**config.mk**
```make
export PLATFORM = sky130hd
export DESIGN_NAME = bank_response_arbiter_flat
export DESIGN_NICKNAME = d
export VERILOG_FILES = /design/src/rtl/bank_response_arbiter_if.sv /design/src/rtl/bank_response_arbiter.sv /design/src/flat_wrapper.sv
export SDC_FILE = /design/constraint.sdc
export NUM_CORES = 1
export LEC_CHECK = 0
export BUFFER_PORTS_ARGS = -buffer_cell sky130_fd_sc_hd__buf_2
export CAP_MARGIN = 20
export CORE_AREA = 2 2 398 400
export DETAILED_ROUTE_END_ITERATION = 16
export DIE_AREA = 0 0 400 402
export PLACE_DENSITY = 0.39
export SLEW_MARGIN = 0
export SYNTH_ARGS = -nofsm -noshare
export SYNTH_HDL_FRONTEND = slang
export SYNTH_SLANG_ARGS = --single-unit
```
**constraint.sdc**
```tcl
create_clock -name clk -period 6 [get_ports clk]
set_clock_uncertainty 0.15 [all_clocks]
set_input_delay 1.2 -clock clk [delete_from_list [all_inputs] [get_ports clk]]
set_output_delay 1.2 -clock clk [all_outputs]
set_load 0.1 [all_outputs]
```
**src/rtl/bank_response_arbiter_if.sv**
```systemverilog
// Response-merge channel: NUM_PORTS packed requester streams in, one registered response stream out.
// The arbiter uses the slave modport; whoever drives requests and consumes responses uses master.
interface bank_response_arbiter_if #(
  parameter int NUM_PORTS = 8,
  parameter int ADDR_W    = 32,
  parameter int DATA_W    = 32,
  parameter int ID_W      = 32
);
  localparam int SRC_W = $clog2(NUM_PORTS);

  logic [NUM_PORTS-1:0]        in_valid;
  logic [NUM_PORTS-1:0]        in_ready;
  logic [NUM_PORTS*ADDR_W-1:0] in_addr;
  logic [NUM_PORTS*DATA_W-1:0] in_data;
  logic [NUM_PORTS*ID_W-1:0]   in_request_id;
  logic                        out_valid;
  logic                        out_ready;
  logic [ADDR_W-1:0]           out_addr;
  logic [DATA_W-1:0]           out_data;
  logic [ID_W-1:0]             out_request_id;
  logic [SRC_W-1:0]            out_src;
  logic [63:0]                 out_cycle;

  modport master (
    output in_valid, in_addr, in_data, in_request_id, out_ready,
    input  in_ready, out_valid, out_addr, out_data, out_request_id, out_src, out_cycle
  );

  modport slave (
    input  in_valid, in_addr, in_data, in_request_id, out_ready,
    output in_ready, out_valid, out_addr, out_data, out_request_id, out_src, out_cycle
  );
endinterface

```
**src/rtl/bank_response_arbiter.sv**
```systemverilog
// Round-robin merge of bank responses into a one-entry output register (1-cycle latency, holds under !out_ready),
// cycle-stamped from the free-running globalCycle. Define RESP_ARB_STATS_EN for grant_count/max_wait.
module bank_response_arbiter #(
  parameter int          NUM_PORTS    = 8,
  parameter int          ADDR_W       = 32,
  parameter int          DATA_W       = 32,
  parameter int          ID_W         = 32,
  parameter logic [63:0] CYCLE_PRESET = 64'd0
) (
  input  logic                   clk,
  input  logic                   reset,
  bank_response_arbiter_if.slave bus,
  output logic [63:0]            globalCycle
`ifdef RESP_ARB_STATS_EN
  ,
  output logic [NUM_PORTS*32-1:0] grant_count,
  output logic [31:0]             max_wait
`endif
);
  localparam int SRC_W = $clog2(NUM_PORTS);

  logic [SRC_W-1:0]  last;
  logic [SRC_W-1:0]  cand;
  logic [SRC_W-1:0]  gnt_idx;
  logic              gnt_found;
  logic              can_load;
  logic              accept;

  logic [ADDR_W-1:0] sel_addr;
  logic [DATA_W-1:0] sel_data;
  logic [ID_W-1:0]   sel_id;

  logic              out_valid_q;
  logic [ADDR_W-1:0] out_addr_q;
  logic [DATA_W-1:0] out_data_q;
  logic [ID_W-1:0]   out_id_q;
  logic [SRC_W-1:0]  out_src_q;
  logic [63:0]       out_cycle_q;

  // Search starts one past the last winner so the previous grantee drops to lowest priority.
  always_comb begin
    gnt_found = 1'b0;
    gnt_idx   = '0;
    cand      = '0;
    for (int off = 1; off <= NUM_PORTS; off++) begin
      cand = SRC_W'((int'(last) + off) % NUM_PORTS);
      if (!gnt_found && bus.in_valid[cand]) begin
        gnt_found = 1'b1;
        gnt_idx   = cand;
      end
    end
  end

  assign can_load = !out_valid_q || bus.out_ready;
  assign accept   = !reset && can_load && gnt_found;

  always_comb begin
    bus.in_ready = '0;
    if (accept)
      bus.in_ready[gnt_idx] = 1'b1;
  end

  always_comb begin
    sel_addr = '0;
    sel_data = '0;
    sel_id   = '0;
    for (int p = 0; p < NUM_PORTS; p++) begin
      if (gnt_idx == SRC_W'(p)) begin
        sel_addr = bus.in_addr[p*ADDR_W +: ADDR_W];
        sel_data = bus.in_data[p*DATA_W +: DATA_W];
        sel_id   = bus.in_request_id[p*ID_W +: ID_W];
      end
    end
  end

  always_ff @(posedge clk) begin
    if (reset) begin
      globalCycle <= CYCLE_PRESET;
      out_valid_q <= 1'b0;
      out_addr_q  <= '0;
      out_data_q  <= '0;
      out_id_q    <= '0;
      out_src_q   <= '0;
      out_cycle_q <= '0;
      last        <= SRC_W'(NUM_PORTS - 1);
    end else begin
      globalCycle <= globalCycle + 64'd1;
      if (accept) begin
        out_valid_q <= 1'b1;
        out_addr_q  <= sel_addr;
        out_data_q  <= sel_data;
        out_id_q    <= sel_id;
        out_src_q   <= gnt_idx;
        out_cycle_q <= globalCycle;
        last        <= gnt_idx;
      end else if (bus.out_ready) begin
        out_valid_q <= 1'b0;
      end
    end
  end

  assign bus.out_valid      = out_valid_q;
  assign bus.out_addr       = out_addr_q;
  assign bus.out_data       = out_data_q;
  assign bus.out_request_id = out_id_q;
  assign bus.out_src        = out_src_q;
  assign bus.out_cycle      = out_cycle_q;

`ifdef RESP_ARB_STATS_EN
  logic [31:0] wait_run  [NUM_PORTS];
  logic [31:0] wait_next [NUM_PORTS];
  logic [31:0] wait_peak;

  // A port's run restarts whenever it is either idle or accepted.
  always_comb begin
    wait_peak = max_wait;
    for (int p = 0; p < NUM_PORTS; p++) begin
      wait_next[p] = '0;
      if (bus.in_valid[p] && !bus.in_ready[p])
        wait_next[p] = (wait_run[p] == 32'hFFFF_FFFF) ? wait_run[p] : wait_run[p] + 32'd1;
      if (wait_next[p] > wait_peak)
        wait_peak = wait_next[p];
    end
  end

  always_ff @(posedge clk) begin
    if (reset) begin
      grant_count <= '0;
      max_wait    <= '0;
      for (int p = 0; p < NUM_PORTS; p++)
        wait_run[p] <= '0;
    end else begin
      max_wait <= wait_peak;
      for (int p = 0; p < NUM_PORTS; p++) begin
        wait_run[p] <= wait_next[p];
        if (accept && gnt_idx == SRC_W'(p) && grant_count[p*32 +: 32] != 32'hFFFF_FFFF)
          grant_count[p*32 +: 32] <= grant_count[p*32 +: 32] + 32'd1;
      end
    end
  end
`endif
endmodule

```
**src/flat_wrapper.sv**
```systemverilog
// flat-port wrapper written by rule: the top's interface ports become plain ports
module bank_response_arbiter_flat 
#(
  parameter int          NUM_PORTS    = 8,
  parameter int          ADDR_W       = 32,
  parameter int          DATA_W       = 32,
  parameter int          ID_W         = 32,
  parameter logic [63:0] CYCLE_PRESET = 64'd0
)
  (clk, reset, globalCycle, bus_in_valid, bus_in_addr, bus_in_data, bus_in_request_id, bus_out_ready, bus_in_ready, bus_out_valid, bus_out_addr, bus_out_data, bus_out_request_id, bus_out_src, bus_out_cycle);
  bank_response_arbiter_if #(.NUM_PORTS(NUM_PORTS), .ADDR_W(ADDR_W), .DATA_W(DATA_W), .ID_W(ID_W)) bus_i ();
  input  logic clk;
  input  logic reset;
  output logic [63:0] globalCycle;
  input wire logic [$bits(bus_i.in_valid)-1:0] bus_in_valid;
  input wire logic [$bits(bus_i.in_addr)-1:0] bus_in_addr;
  input wire logic [$bits(bus_i.in_data)-1:0] bus_in_data;
  input wire logic [$bits(bus_i.in_request_id)-1:0] bus_in_request_id;
  input wire logic [$bits(bus_i.out_ready)-1:0] bus_out_ready;
  output wire logic [$bits(bus_i.in_ready)-1:0] bus_in_ready;
  output wire logic [$bits(bus_i.out_valid)-1:0] bus_out_valid;
  output wire logic [$bits(bus_i.out_addr)-1:0] bus_out_addr;
  output wire logic [$bits(bus_i.out_data)-1:0] bus_out_data;
  output wire logic [$bits(bus_i.out_request_id)-1:0] bus_out_request_id;
  output wire logic [$bits(bus_i.out_src)-1:0] bus_out_src;
  output wire logic [$bits(bus_i.out_cycle)-1:0] bus_out_cycle;
  assign bus_i.in_valid = bus_in_valid;
  assign bus_i.in_addr = bus_in_addr;
  assign bus_i.in_data = bus_in_data;
  assign bus_i.in_request_id = bus_in_request_id;
  assign bus_i.out_ready = bus_out_ready;
  assign bus_in_ready = bus_i.in_ready;
  assign bus_out_valid = bus_i.out_valid;
  assign bus_out_addr = bus_i.out_addr;
  assign bus_out_data = bus_i.out_data;
  assign bus_out_request_id = bus_i.out_request_id;
  assign bus_out_src = bus_i.out_src;
  assign bus_out_cycle = bus_i.out_cycle;
  bank_response_arbiter #(.NUM_PORTS(NUM_PORTS), .ADDR_W(ADDR_W), .DATA_W(DATA_W), .ID_W(ID_W), .CYCLE_PRESET(CYCLE_PRESET)) u_core (.clk(clk), .reset(reset), .bus(bus_i), .globalCycle(globalCycle));
endmodule
```
==> implementation parameters <==
Parameter                              Value

Worst setup path
  Kind of start point of the critical path ... flop
  Endpoint type of the worst setup path ... output pin
  Worst path cell trace ... inv_1 -> ha_1 -> mux2i_1 -> mux2_4 -> a221oi_4 -> nor4_1 -> o21a_1 -> o31a_2 -> nor2_4 -> and3_1 -> buf_4 -> buf_12
  Type of the worst setup path ... flop to output pin
  Required time at the worst-slack endpoint ... roughly 4700 ps
  Crit path DAT ... approximately 4200 ps
  Stage delay of the slowest cell on the critical path ... about 610 ps
  Number of buffers and inverters on the critical path ... 3
  CP max FO ... 13
  Worst reg2reg path startpoint ... u_core.last[1]
  Top cell family by delay on the critical path ... compound AO/OA/AOI/OAI gates
  Cell with the largest stage delay on the worst path ... ha_1
  Worst setup startpoint ... u_core.last[1]

Run
  Number of max-cap violations ... 0

Synth
  Library cell occupying the most area in the post-synthesis netlist ... dfxtp_1
  Total number of yosys warnings ... 0
  Synth top area cells ... dfxtp_1 30%, nand2_1 13%, a21oi_1 7.7%, a22oi_1 4.7%, mux4_2 4.2%
  Avg Synthesized Cell Area ... 7.20 um^2
  Leading cell type by number of instances after synthesis ... nand2_1
  Number of synthesized register bits ... roughly 230
  Post-synth top cells ... 535 x nand2_1, 242 x a21oi_1, 231 x dfxtp_1, 129 x nor2_1, 97 x a22oi_1
  Post-Syn Area ... 15,600 um^2
  Seq/Total Area, Yosys ... 0.296
  Instance count of the mapped netlist ... 2,174
  Area share of the leading cell type in the synthesized netlist ... 0.296
  Number of distinct library cells after synthesis ... 67
  Number of flops mapped to enable cells by yosys ... 0
  Asr flop ratio synth ... 0
  Syn Nets ... 2,956
  Top FF cell, synth ... dfxtp_1

Drt
  Number of DRC markers in iteration 0 ... about 1,600
  DR pass1 iterations ... 5
  Wire per inst ... around 25 um
  DRC violations left ... 0
  Aggregate routed wire length ... ~130,000 um
  Via count of the routed design ... 21,100
  Vias/cell ... about 4
  Antenna violation net count after detailed routing ... 0

Clocking
  Number of gates given a new drive strength after cts ... 0
  TritonCTS clock tree ... done
  Worst-skew pair later-pin latency ... roughly 590 ps
  Number of levels the H-tree was split into ... 2
  CTS root buf ... clkbuf_16
  Buffer depth of the longest clock path ... 3
  Number of clock buffers inserted by TritonCTS ... 36
  Number of clock sinks seen by CTS ... roughly 230
  Post-CTS Repair Setup Buffers ... 0
  Post-CTS Hold Fix Bufs ... 0
  Clock slew at the register clock pins of the worst setup and hold paths ... roughly 60 ps

Die
  Area of the placeable core ... 157,000 um^2
  Overall die height ... between 400 and 500 um
  Initial Utilization ... 0.0996
  Die outline area ... 161,000 um^2
  Boundary Pins ... slightly above 1,000
  DIE WIDTH ... 400 um
  Row cnt ... 146

GRT
  Largest net degree at the start of global routing ... 94
  GRT Total Usage ... 0.155
  Residual overflow from global routing ... 0
  Wire length of the first global-routing pass ... between 150,000 and 200,000 um
  Initial antenna violation count ... between 50 and 60
  Number of global-route vias before repair ... just over 20,000

Timing
  Final worst hold slack ... about 310 ps
  Fmax ... between 150 and 200 MHz
  Final period utilization ... 0.928
  Tmin final ... 5570 ps
  Unrepaired setup endpoints after global routing ... false
  Final Setup Violations ... 0
  Tightest slew margin relative to the limit ... 0.280
  Final count of pins violating max slew ... 0
  Slew at the pin closest to its max-slew limit ... ~1100 ps
  Final Hold Violating Endpoints ... 0

Place
  Input/output buffers ... 1,014
  Placed wire-length estimate after detailed placement ... 103,000 um
  Gpl congestion ... between 0.9 and 1

Finish
  Net count of the finished layout ... about 3,900
  Filler cell count in the final layout ... roughly 18,000
  Area overhead of the layout relative to synthesis ... 56.9%
  Fraction of layout cells with a size suffix above 1 ... 0.389

Worst hold path
  Classification of the worst-slack hold path ... flop to flop
  Hold Startpoint ... u_core.bus.out_src[0]

Outcome
  Run status ... completed
## routing by layer
layer	track usage	vias up	wire [um]
li1	-	9715	-
met1	0.186	10100	53000
met2	0.264	995	62700
met3	0.0440	210	11100
met4	0.0513	32	4480
met5	0	-	207
## worst reg2reg max path, delay by kind of cell, from the launching register on
family / cells / cell delay, ps
flip-flops: 1 / 330
adder cells (fa/ha/maj): 1 / 610
buffers and inverters: 3 / 840
AND/OR/NAND/NOR: 6 / 1240
AO/OA/AOI/OAI: 2 / 1090
multiplexers: 2 / 720
## area by class of cell
cell class	instances	area, um^2	area share
Multi-Input combinational cell	1732	10100	0.412
Timing Repair Buffer	1082	5920	0.241
Sequential cell	231	4620	0.188
Tap cell	2072	2590	0.106
Clock buffer	43	978	0.0399
Clock inverter	21	230	0.00938
Inverter	14	52.6	0.00214
Antenna cell	16	40.0	0.00163
## registers in the layout, summed over array words and instances (netlist names)
signal	cells
u_core.globalCycle	64
u_core.bus.out_cycle	64
u_core.bus.out_src	3
u_core.bus.out_request_id	32
u_core.bus.out_data	32
u_core.last	3
u_core.bus.out_addr	32
u_core.bus.out_valid	1
## layout by cell type (no fill, tap or decap), types with 18 or more instances in the layout
cell	instances
or4_1	23
dfxtp_1	231
nand2_1	534
xor2_1	36
o21ai_0	40
a21oi_1	242
a22oi_1	97
a211oi_1	74
clkbuf_16	37
o21ai_1	57
o31ai_1	73
nand3b_1	66
mux4_2	29
a221o_1	18
nor2_1	128
buf_4	51
nand3_1	50
nand4_1	65
buf_2	1006
nor3_1	64
buf_12	25
## final timing paths
check	endpoint	cells after the start	slack [ps]
setup reg to reg	u_core.bus.out_addr[10]	14	880
hold / removal	u_core.bus.out_src[0]	2	310
setup / recovery	bus_in_ready[0]	12	430
hold reg to reg	u_core.bus.out_src[0]	2	310
## through the flow
stage | worst slack [ps] | util | TNS (ps) | area, um^2 | cells
2_1_floorplan | -117 | - | -234 | 15700 | 2174
3_3_place_gp | 291 | 0.148 | 0 | 23300 | 5129
3_5_place_dp | 384 | 0.148 | 0 | 23300 | 5130
4_1_cts | 227 | 0.156 | 0 | 24500 | 5194
5_1_grt | 92.8 | 0.156 | 0 | 24500 | 5200
6_report | 431 | 0.156 | 0 | 24500 | 5211
## cells by family (layout without fill, tap and decap cells)
family / count (synthesis) / in the layout / share of synthesized area
flops: 231 / 231 / 0.296
fa+ha+maj: 3 / 3 / 0.00240
mux: 42 / 42 / 0.0528
xor+xnor: 54 / 54 / 0.0314
simple gates: 1005 / 1005 / 0.298
compound gates: 628 / 628 / 0.255
buf+inv: 211 / 1160 / 0.0651
other cells: 0 / 16 / 0
Power is not shown: default switching activity piles up to over one toggle a cycle in this logic, so the estimate is an artifact.
